--- config.mk ---
export PLATFORM = sky130hd
export DESIGN_NAME = multicycle_ctrl
export DESIGN_NICKNAME = d
export VERILOG_FILES = /design/src/rtl/multicycle_ctrl.sv
export SDC_FILE = /design/constraint.sdc
export NUM_CORES = 1
export LEC_CHECK = 0
export CAP_MARGIN = 25
export CORE_UTILIZATION = 53
export DETAILED_ROUTE_END_ITERATION = 6
export PLACE_DENSITY = 0.89
export SKIP_CTS_REPAIR_TIMING = 1
export SYNTH_ARGS = -nofsm -noshare
export SYNTH_HDL_FRONTEND = slang
export SYNTH_SLANG_ARGS = --single-unit
--- constraint.sdc ---
create_clock -name clk -period 6.9 [get_ports clk]
set_clock_uncertainty 0.1 [all_clocks]
set_input_delay 2.07 -clock clk [delete_from_list [all_inputs] [get_ports clk]]
set_output_delay 2.07 -clock clk [all_outputs]
set_load 0.005 [all_outputs]
--- src/rtl/multicycle_ctrl.sv ---
// ---------------------------------------------------------------------------
// multicycle_ctrl
// Moore control FSM for a multicycle RV32I datapath built around a shared ALU,
// one unified memory port, a register file and a sign extender. Every
// instruction walks FETCH -> DECODE -> class-specific states. Memory waits are
// bounded, and illegal opcodes or branch encodings halt the core in TRAP.
//
// Parameters
//   MEM_WAIT_MAX  cycles a memory state may see mem_ready low before TRAP (1..255)
//   CNT_WIDTH     width of the retired-instruction counter
//
// Ports
//   clk, rst        clock; asynchronous active-high reset
//   op, funct3,     instruction fields (instr[6:0], instr[14:12], instr[30])
//   funct7
//   zero, negative  ALU status flags used by branch evaluation
//   mem_ready       memory completes the current access this cycle
//   mem_req         memory access request
//   MemWrite        request is a write
//   AdrSrc          address select: 0 PC, 1 ALUOut
//   IRWrite         load instruction register and oldPC
//   PCWrite         load PC from the result bus
//   RegWrite        register file write enable
//   ImmSrc          immediate format: 000 I, 001 S, 010 B, 011 J, 100 U
//   ALUSrcA         00 PC, 01 oldPC, 10 rd1, 11 zero
//   ALUSrcB         00 rd2, 01 ImmExt, 10 constant 4
//   ALUcontrol      0000 add, 0001 sub, 0010 sll, 0011 slt, 0100 sltu,
//                   0101 xor, 0110 srl, 0111 sra, 1000 or, 1001 and
//   ResultSrc       00 ALUOut, 01 memory data, 10 ALU result
//   halted          FSM is in TRAP
//   instret         retired-instruction count (wraps)
// ---------------------------------------------------------------------------
module multicycle_ctrl #(
    parameter int unsigned MEM_WAIT_MAX = 15,
    parameter int unsigned CNT_WIDTH    = 32
) (
    input  logic                 clk,
    input  logic                 rst,
    input  logic [6:0]           op,
    input  logic [2:0]           funct3,
    input  logic                 funct7,
    input  logic                 zero,
    input  logic                 negative,
    input  logic                 mem_ready,
    output logic                 mem_req,
    output logic                 MemWrite,
    output logic                 AdrSrc,
    output logic                 IRWrite,
    output logic                 PCWrite,
    output logic                 RegWrite,
    output logic [2:0]           ImmSrc,
    output logic [1:0]           ALUSrcA,
    output logic [1:0]           ALUSrcB,
    output logic [3:0]           ALUcontrol,
    output logic [1:0]           ResultSrc,
    output logic                 halted,
    output logic [CNT_WIDTH-1:0] instret
);

    typedef enum logic [3:0] {
        FETCH,
        DECODE,
        MEMADR,
        MEMREAD,
        MEMWB,
        MEMWRITE,
        EXEC_R,
        EXEC_I,
        EXEC_U,
        ALUWB,
        BRANCH,
        JAL,
        TRAP
    } state_t;

    localparam logic [6:0] OP_LOAD   = 7'b0000011;
    localparam logic [6:0] OP_STORE  = 7'b0100011;
    localparam logic [6:0] OP_R      = 7'b0110011;
    localparam logic [6:0] OP_I      = 7'b0010011;
    localparam logic [6:0] OP_LUI    = 7'b0110111;
    localparam logic [6:0] OP_BRANCH = 7'b1100011;
    localparam logic [6:0] OP_JAL    = 7'b1101111;

    localparam logic [2:0] IMM_I = 3'b000;
    localparam logic [2:0] IMM_S = 3'b001;
    localparam logic [2:0] IMM_B = 3'b010;
    localparam logic [2:0] IMM_U = 3'b100;

    localparam logic [1:0] SRCA_PC    = 2'b00;
    localparam logic [1:0] SRCA_OLDPC = 2'b01;
    localparam logic [1:0] SRCA_RD1   = 2'b10;
    localparam logic [1:0] SRCA_ZERO  = 2'b11;

    localparam logic [1:0] SRCB_RD2  = 2'b00;
    localparam logic [1:0] SRCB_IMM  = 2'b01;
    localparam logic [1:0] SRCB_FOUR = 2'b10;

    localparam logic [1:0] RES_ALUOUT = 2'b00;
    localparam logic [1:0] RES_MEM    = 2'b01;
    localparam logic [1:0] RES_ALU    = 2'b10;

    localparam logic [3:0] ALU_ADD  = 4'b0000;
    localparam logic [3:0] ALU_SUB  = 4'b0001;
    localparam logic [3:0] ALU_SLL  = 4'b0010;
    localparam logic [3:0] ALU_SLT  = 4'b0011;
    localparam logic [3:0] ALU_SLTU = 4'b0100;
    localparam logic [3:0] ALU_XOR  = 4'b0101;
    localparam logic [3:0] ALU_SRL  = 4'b0110;
    localparam logic [3:0] ALU_SRA  = 4'b0111;
    localparam logic [3:0] ALU_OR   = 4'b1000;
    localparam logic [3:0] ALU_AND  = 4'b1001;

    localparam logic [7:0]           WAIT_LIMIT = MEM_WAIT_MAX[7:0];
    localparam logic [CNT_WIDTH-1:0] CNT_ONE    = {{(CNT_WIDTH-1){1'b0}}, 1'b1};

    state_t     state;
    logic [7:0] wait_cnt;
    logic       mem_state;
    logic       mem_timeout;
    logic       taken;
    logic       branch_ok;

    // alt selects the second flavour of add/sub and srl/sra; other funct3
    // codes ignore it.
    function automatic logic [3:0] alu_decode(input logic [2:0] f3, input logic alt);
        logic [3:0] code;
        case (f3)
            3'b000:  code = alt ? ALU_SUB : ALU_ADD;
            3'b001:  code = ALU_SLL;
            3'b010:  code = ALU_SLT;
            3'b011:  code = ALU_SLTU;
            3'b100:  code = ALU_XOR;
            3'b101:  code = alt ? ALU_SRA : ALU_SRL;
            3'b110:  code = ALU_OR;
            default: code = ALU_AND;
        endcase
        return code;
    endfunction

    always_comb begin
        taken     = 1'b0;
        branch_ok = 1'b1;
        case (funct3)
            3'b000:  taken = zero;
            3'b001:  taken = !zero;
            3'b100:  taken = negative;
            3'b101:  taken = !negative;
            default: branch_ok = 1'b0;
        endcase
    end

    assign mem_state   = (state == FETCH) || (state == MEMREAD) || (state == MEMWRITE);
    // A ready in the limit cycle still completes the access.
    assign mem_timeout = !mem_ready && (wait_cnt == WAIT_LIMIT);

    always_ff @(posedge clk or posedge rst) begin
        if (rst) begin
            state    <= FETCH;
            wait_cnt <= '0;
            instret  <= '0;
        end else begin
            // Counter only runs while a memory state is stalled; outside those
            // states it sits at zero, so every memory state starts fresh.
            if (mem_state && !mem_ready && !mem_timeout) begin
                wait_cnt <= wait_cnt + 8'd1;
            end else begin
                wait_cnt <= '0;
            end

            case (state)
                FETCH: begin
                    if (mem_ready) begin
                        state <= DECODE;
                    end else if (mem_timeout) begin
                        state <= TRAP;
                    end
                end
                DECODE: begin
                    case (op)
                        OP_LOAD:   state <= MEMADR;
                        OP_STORE:  state <= MEMADR;
                        OP_R:      state <= EXEC_R;
                        OP_I:      state <= EXEC_I;
                        OP_LUI:    state <= EXEC_U;
                        OP_BRANCH: state <= BRANCH;
                        OP_JAL:    state <= JAL;
                        default:   state <= TRAP;
                    endcase
                end
                MEMADR: begin
                    state <= (op == OP_STORE) ? MEMWRITE : MEMREAD;
                end
                MEMREAD: begin
                    if (mem_ready) begin
                        state <= MEMWB;
                    end else if (mem_timeout) begin
                        state <= TRAP;
                    end
                end
                MEMWB: begin
                    state   <= FETCH;
                    instret <= instret + CNT_ONE;
                end
                MEMWRITE: begin
                    if (mem_ready) begin
                        state   <= FETCH;
                        instret <= instret + CNT_ONE;
                    end else if (mem_timeout) begin
                        state <= TRAP;
                    end
                end
                EXEC_R, EXEC_I, EXEC_U: begin
                    state <= ALUWB;
                end
                ALUWB: begin
                    state   <= FETCH;
                    instret <= instret + CNT_ONE;
                end
                BRANCH: begin
                    if (branch_ok) begin
                        state   <= FETCH;
                        instret <= instret + CNT_ONE;
                    end else begin
                        state <= TRAP;
                    end
                end
                JAL: begin
                    state <= ALUWB;
                end
                TRAP: begin
                    state <= TRAP;
                end
                default: begin
                    state <= TRAP;
                end
            endcase
        end
    end

    // Outputs decode the state; all of them are held low while rst is high so
    // an in-flight access is dropped within the reset cycle itself.
    always_comb begin
        mem_req    = 1'b0;
        MemWrite   = 1'b0;
        AdrSrc     = 1'b0;
        IRWrite    = 1'b0;
        PCWrite    = 1'b0;
        RegWrite   = 1'b0;
        ImmSrc     = IMM_I;
        ALUSrcA    = SRCA_PC;
        ALUSrcB    = SRCB_RD2;
        ALUcontrol = ALU_ADD;
        ResultSrc  = RES_ALUOUT;
        halted     = 1'b0;
        if (!rst) begin
            case (state)
                FETCH: begin
                    mem_req   = 1'b1;
                    ALUSrcA   = SRCA_PC;
                    ALUSrcB   = SRCB_FOUR;
                    ResultSrc = RES_ALU;
                    IRWrite   = mem_ready;
                    PCWrite   = mem_ready;
                end
                DECODE: begin
                    ALUSrcA = SRCA_OLDPC;
                    ALUSrcB = SRCB_IMM;
                    ImmSrc  = IMM_B;
                end
                MEMADR: begin
                    ALUSrcA = SRCA_RD1;
                    ALUSrcB = SRCB_IMM;
                    ImmSrc  = (op == OP_STORE) ? IMM_S : IMM_I;
                end
                MEMREAD: begin
                    mem_req = 1'b1;
                    AdrSrc  = 1'b1;
                end
                MEMWB: begin
                    ResultSrc = RES_MEM;
                    RegWrite  = 1'b1;
                end
                MEMWRITE: begin
                    mem_req  = 1'b1;
                    MemWrite = 1'b1;
                    AdrSrc   = 1'b1;
                end
                EXEC_R: begin
                    ALUSrcA    = SRCA_RD1;
                    ALUSrcB    = SRCB_RD2;
                    ALUcontrol = alu_decode(funct3, funct7);
                end
                EXEC_I: begin
                    ALUSrcA    = SRCA_RD1;
                    ALUSrcB    = SRCB_IMM;
                    ImmSrc     = IMM_I;
                    // funct7 is part of the immediate except for shifts-right.
                    ALUcontrol = alu_decode(funct3, funct7 && (funct3 == 3'b101));
                end
                EXEC_U: begin
                    ALUSrcA = SRCA_ZERO;
                    ALUSrcB = SRCB_IMM;
                    ImmSrc  = IMM_U;
                end
                ALUWB: begin
                    ResultSrc = RES_ALUOUT;
                    RegWrite  = 1'b1;
                end
                BRANCH: begin
                    ALUSrcA    = SRCA_RD1;
                    ALUSrcB    = SRCB_RD2;
                    ALUcontrol = ALU_SUB;
                    ResultSrc  = RES_ALUOUT;
                    PCWrite    = taken;
                end
                JAL: begin
                    ALUSrcA   = SRCA_OLDPC;
                    ALUSrcB   = SRCB_FOUR;
                    ResultSrc = RES_ALUOUT;
                    PCWrite   = 1'b1;
                end
                TRAP: begin
                    halted = 1'b1;
                end
                default: begin
                    halted = 1'b0;
                end
            endcase
        end
    end

endmodule

Word-level counts from Yosys, hierarchy flattened
Index checks and enable logic that the tools add are counted.
{"block": "classes", "n_eq_ne": 28, "n_reduce_logical": 24, "muxes": 45, "n_addsub": 2}
{"cell": "32-bit one-hot mux with 3 select lines", "count": 1}
{"cell": "32-bit two-way mux", "count": 2}
{"cell": "4-bit one-hot mux with 7 select lines", "count": 2}
{"cell": "32-bit by 1-bit adder with 32-bit output (second input constant)", "count": 1}
{"cell": "4-bit one-hot mux with 8 select lines", "count": 1}
{"cell": "4-bit two-way mux", "count": 6}
{"cell": "4-bit one-hot mux with 6 select lines", "count": 1}
{"cell": "7-bit by 6-bit equality test with 1-bit output (second input constant)", "count": 3}
{"cell": "4-bit equality test (second input constant)", "count": 5}
{"cell": "1-bit two-way mux", "count": 19}
{"cell": "4-bit by 3-bit equality test with 1-bit output (second input constant)", "count": 4}
{"cell": "4-bit OR reduction", "count": 4}
{"cell": "7-bit equality test (second input constant)", "count": 2}
{"cell": "4-bit one-hot mux with 3 select lines", "count": 1}
{"cell": "2-bit OR reduction", "count": 5}
{"cell": "3-bit equality test (second input constant)", "count": 3}
{"cell": "3-bit one-hot mux with 3 select lines", "count": 1}
{"cell": "8-bit by 1-bit adder with 8-bit output (second input constant)", "count": 1}
{"cell": "4-bit by 2-bit equality test with 1-bit output (second input constant)", "count": 2}
{"cell": "8-bit by 4-bit equality test with 1-bit output (second input constant)", "count": 1}
{"cell": "8-bit two-way mux", "count": 1}
{"cell": "2-bit one-hot mux with 2 select lines", "count": 2}
{"cell": "7-bit by 2-bit equality test with 1-bit output (second input constant)", "count": 1}
{"cell": "7-bit by 5-bit equality test with 1-bit output (second input constant)", "count": 1}
{"cell": "17 further kinds", "count": 29}
{"block": "word_totals", "output_inout_bits": 52, "register_bits": 44, "word_cells": 102, "inputBits": 16}

Logic depth before layout (Yosys ltp)
{"block": "depth", "depth_word": 6, "ltp_mapped": 7, "depth_no_buf": 5}

Worst setup path before layout
No wires, ideal clock.
{"block": "synth_path", "path_kind": "in2out", "start": "input rst", "end": "output IRWrite", "path_buffers": 0, "arrival_ps": 3736, "t_required_ps": 4730, "path_stages": 4, "path_slack_ps": 994, "cell_sequence": "inv_1 -> nand3_1 -> nor3_1 -> and2_1"}
{"block": "synth_between", "elab_chain_len": 1}
{"item": "start: declaration", "line_no": "38", "text": "input logic rst,"}
{"item": "1-bit two-way mux", "line_no": "255", "text": "if (!rst) begin"}
{"item": "end: declaration", "line_no": "48", "text": "output logic IRWrite,"}
Every way passes these cells.

Final worst setup path
{"block": "layout_path", "start": "input op[3]", "end": "output ImmSrc[0]"}
{"block": "layout_between", "elab_chain_len": 4}
{"item": "start: declaration", "line_no": "39", "text": "input logic [6:0] op,"}
{"item": "7-bit by 6-bit equality test with 1-bit output", "line_no": "273", "text": "ImmSrc = (op == OP_STORE) ? IMM_S : IMM_I;"}
{"item": "1-bit two-way mux", "line_no": "273"}
{"item": "3-bit one-hot mux with 3 select lines", "line_no": "256", "text": "case (state)"}
{"item": "3-bit two-way mux", "line_no": "255"}
{"item": "end: declaration", "line_no": "51", "text": "output logic [2:0] ImmSrc,"}
Every way passes these cells.

==> run_summary.xml <==
<?xml version="1.0" encoding="UTF-8"?>
<metrics>
  <group name="status">
    <metric name="outcome" unit="">complete, no violations</metric>
  </group>
  <group name="detailed_routing">
    <metric name="route.antenna.remaining_nets" unit="">0</metric>
    <metric name="drt_pass1_iterations" unit="">4</metric>
    <metric name="post_detailed_routing_wire_length" unit="mm">5.82</metric>
    <metric name="via_per_inst" unit="">5.85</metric>
    <metric name="wire_per_inst" unit="um">14.5</metric>
    <metric name="route.vias.total" unit="">2344</metric>
    <metric name="drt_iter0_drc" unit="">129</metric>
    <metric name="drc" unit="">0</metric>
  </group>
  <group name="timing">
    <metric name="fmaxAchievable" unit="GHz">0.164</metric>
    <metric name="post-route-min-period" unit="ps">6120</metric>
    <metric name="grt_setup_unrepaired" unit="">false</metric>
    <metric name="timing_worst_slew_pin_value" unit="ps">919</metric>
    <metric name="slew_headroom" unit="">0.387</metric>
    <metric name="fin_setup_tns" unit="ps">0</metric>
    <metric name="slew_violations" unit="">0</metric>
    <metric name="finalCritPeriodShare" unit="">0.886</metric>
    <metric name="setup-violations-final" unit="">0</metric>
    <metric name="holdWs" unit="ps">367</metric>
    <metric name="hold_viol_final" unit="">0</metric>
  </group>
  <group name="grt">
    <metric name="grt_pass1_wl" unit="mm">9.86</metric>
    <metric name="grt.met3_usage" unit="">0.0436</metric>
    <metric name="use_met2" unit="">0.396</metric>
    <metric name="grt_util_all_layers" unit="">0.242</metric>
    <metric name="grt_remaining_overflow" unit="">0</metric>
    <metric name="via_count_of_the_first_global_routing_pass" unit="">2160</metric>
    <metric name="globalRoute.busiestLayer" unit="">met2</metric>
    <metric name="grt_util_met1" unit="">0.324</metric>
    <metric name="grt_antenna_before_repair" unit="">0</metric>
    <metric name="pin_count_of_the_biggest_net_entering_global_routing" unit="">40</metric>
  </group>
  <group name="setup_path">
    <metric name="r2r_setup_slack" unit="ps">4200</metric>
    <metric name="worstPathMaxFanout" unit="">4</metric>
    <metric name="timing.critical_path.from_type" unit="">primary input</metric>
    <metric name="critPathCaptureType" unit="">output pin</metric>
    <metric name="cp.arrival" unit="ps">3950</metric>
    <metric name="worst_ep_required_time" unit="ps">4730</metric>
    <metric name="rr_startpoint" unit="">state[1]</metric>
    <metric name="worst-r2r-cell-count" unit="">5</metric>
    <metric name="regToRegEndpoint" unit="">instret[21]</metric>
    <metric name="crit_type" unit="">in -&gt; out</metric>
  </group>
  <group name="clock_tree">
    <metric name="root_buffer_selected_by_cts" unit="">sky130_fd_sc_hd__clkbuf_8</metric>
    <metric name="clk-insertion-delay-late" unit="ps">300</metric>
    <metric name="cts.clk_slew.worst_paths" unit="ps">80</metric>
    <metric name="cts_tree" unit="">built</metric>
    <metric name="clock_tree.htree_level_count" unit="">2</metric>
    <metric name="cts_num_sinks" unit="">44</metric>
    <metric name="cts_max_path_buffers" unit="">2</metric>
    <metric name="cts_inserted_buffers" unit="">5</metric>
  </group>
  <group name="finish">
    <metric name="final_cells" unit="">401</metric>
    <metric name="final_net_count" unit="">364</metric>
    <metric name="fillCellCount" unit="">341</metric>
    <metric name="multiInputGateArea" unit="mm2">0.00141</metric>
    <metric name="syn_to_final_growth" unit="%">32.0</metric>
    <metric name="final_layout_size_suffix_gt1_frac" unit="">0.0403</metric>
    <metric name="regArea" unit="mm2">0.00110</metric>
    <metric name="final_cell_area" unit="mm2">0.00340</metric>
    <metric name="antenna_cells" unit="">0</metric>
  </group>
  <group name="placement">
    <metric name="postPlaceCellArea" unit="mm2">0.00328</metric>
    <metric name="gp_congestion" unit="">0.881</metric>
    <metric name="hpwl" unit="mm">4.17</metric>
    <metric name="number_of_port_buffers" unit="">67</metric>
    <metric name="number_of_cells_in_the_design_after_placement" unit="">393</metric>
  </group>
  <group name="die">
    <metric name="die-area" unit="mm2">0.00515</metric>
    <metric name="die_w" unit="um">71.8</metric>
    <metric name="core_area" unit="mm2">0.00469</metric>
    <metric name="die_h" unit="um">71.8</metric>
    <metric name="rows" unit="">25</metric>
    <metric name="initial_cell_density_of_the_core" unit="">0.550</metric>
    <metric name="pin_count" unit="">68</metric>
  </group>
  <group name="hold_path">
    <metric name="worstHoldPathCells" unit="">1</metric>
    <metric name="hold_end" unit="">wait_cnt[0]</metric>
    <metric name="type_of_the_tightest_min_delay_check" unit="">reg -&gt; reg</metric>
    <metric name="min_from" unit="">wait_cnt[0]</metric>
  </group>
  <group name="synth">
    <metric name="synth_nets" unit="">300</metric>
    <metric name="leading_post_synthesis_cells_by_instance_count" unit="">sky130_fd_sc_hd__dfrtp_1 (44), sky130_fd_sc_hd__xnor2_1 (32), sky130_fd_sc_hd__nor2_1 (28)</metric>
    <metric name="ys_top_cells_by_area" unit="">sky130_fd_sc_hd__dfrtp_1 (43%), sky130_fd_sc_hd__xnor2_1 (11%), sky130_fd_sc_hd__nand3_1 (4.3%)</metric>
    <metric name="yosysTopAreaCell" unit="">sky130_fd_sc_hd__dfrtp_1</metric>
    <metric name="synth.distinct_cells" unit="">44</metric>
    <metric name="synthCells" unit="">282</metric>
    <metric name="synth-main-ff-cell" unit="">sky130_fd_sc_hd__dfrtp_1</metric>
    <metric name="fraction_of_registers_with_async_set_or_reset_after_synthesis" unit="">1.00</metric>
    <metric name="synth-seq-cells" unit="">44</metric>
    <metric name="number_of_synthesized_flops_with_an_enable_pin" unit="">0</metric>
    <metric name="synthDominantCellAreaShare" unit="">0.427</metric>
    <metric name="yosysWarnings" unit="">0</metric>
    <metric name="avgSynthCellArea" unit="um2">9.15</metric>
    <metric name="most_frequent_cell_after_synthesis" unit="">sky130_fd_sc_hd__dfrtp_1</metric>
    <metric name="synth-seq-area-share" unit="">0.427</metric>
    <metric name="synth_area" unit="mm2">0.00258</metric>
  </group>
  <group name="flow_run">
    <metric name="max_cap_viol_count" unit="">0</metric>
  </group>
  <group name="power_and_ir_drop">
    <metric name="power_per_cell_area" unit="mW/mm2">189</metric>
    <metric name="power.static_leakage" unit="nW">1.32</metric>
    <metric name="ir_drop" unit="mV">0.115</metric>
  </group>
</metrics>
==> worst max-delay path: stages <==
cell and delay (ps):
sky130_fd_sc_hd__clkdlybuf4s50_1 460, sky130_fd_sc_hd__or3_1 440, sky130_fd_sc_hd__nor3_1 230, sky130_fd_sc_hd__nand3_1 130, sky130_fd_sc_hd__nor2_1 110, sky130_fd_sc_hd__clkdlybuf4s50_1 510
==> sequential cells by signal, indices dropped and copies added, names as in the netlist <==
name      count
instret      32
state         4
wait_cnt      8
==> through the flow <==
stage | setup WS [ps] | power (mW) | utilization
CTS | 799 | 0.647 | 0.726
global route | 641 | 0.676 | 0.726
finish | 785 | 0.645 | 0.726
detailed placement | 816 | 0.440 | 0.700
floorplan | 994 | 0.384 | -
global placement | 822 | 0.438 | 0.700
==> where the power goes <==
part / switching, mW / internal, mW
sequential: 0.0321 / 0.268
combinational: 0.0653 / 0.0717
clock: 0.0891 / 0.118
==> how the worst max path moves through the flow <==
stage                            to  cells past startpoint  slack [ps]      start
after global routing      ImmSrc[0]                      6         640      op[3]
final                     ImmSrc[0]                      6         780      op[3]
after detailed placement  ImmSrc[0]                      6         820      op[3]
after global placement    ImmSrc[0]                      6         820      op[3]
after floorplan             IRWrite                      4         990        rst
after CTS                   PCWrite                      7         800  funct3[2]
==> routing by layer <==
metal,wire length [um],up-vias
met5,0,-
met1,2510,1110
met3,320,8
li1,-,1138
met2,2890,88
met4,93,0
==> cells by family (layout without fill, tap and decap cells) <==
group	after synthesis	count (layout)	share of synthesized area
flip-flops	44	44	0.427
AO/OA/AOI/OAI	41	41	0.113
XOR/XNOR	40	40	0.136
adder cells (fa/ha/maj)	2	2	0.00970
multiplexers	5	5	0.0204
buffers and inverters	18	83	0.0281
AND/OR/NAND/NOR	132	132	0.267
==> final cells by class <==
class                      instances  area share
clock buffer                       6      0.0243
tap                               54      0.0198
timing repair buffer              69       0.201
multi-input combinational        220       0.413
clock inverter                     2      0.0114
sequential                        44       0.323
inverter                           6     0.00662
==> placed cells by master, fill, tap and decap left out, types with 3 or more instances in the layout <==
master                            Yosys  layout
sky130_fd_sc_hd__a31oi_1              3       3
sky130_fd_sc_hd__and4_1               3       3
sky130_fd_sc_hd__mux2i_1              3       3
sky130_fd_sc_hd__nand3_1             22      22
sky130_fd_sc_hd__nor2_1              28      28
sky130_fd_sc_hd__a211oi_1             6       6
sky130_fd_sc_hd__nand2b_1             5       5
sky130_fd_sc_hd__clkdlybuf4s50_1      0      67
sky130_fd_sc_hd__inv_1                5       4
sky130_fd_sc_hd__xor2_1               8       8
sky130_fd_sc_hd__nand2_1             24      24
sky130_fd_sc_hd__a21oi_1              9       9
sky130_fd_sc_hd__nor3b_1              3       3
sky130_fd_sc_hd__and3_1              10      10
sky130_fd_sc_hd__nand4_1             10      10
sky130_fd_sc_hd__nor3_1              10      10
sky130_fd_sc_hd__o21ai_0              7       7
sky130_fd_sc_hd__nand3b_1             3       3
sky130_fd_sc_hd__dfrtp_1             44      44
sky130_fd_sc_hd__clkbuf_8             0       6
sky130_fd_sc_hd__xnor2_1             32      32
sky130_fd_sc_hd__nor2b_1              4       4
No activity file was read; power rests on OpenSTA's default activity.
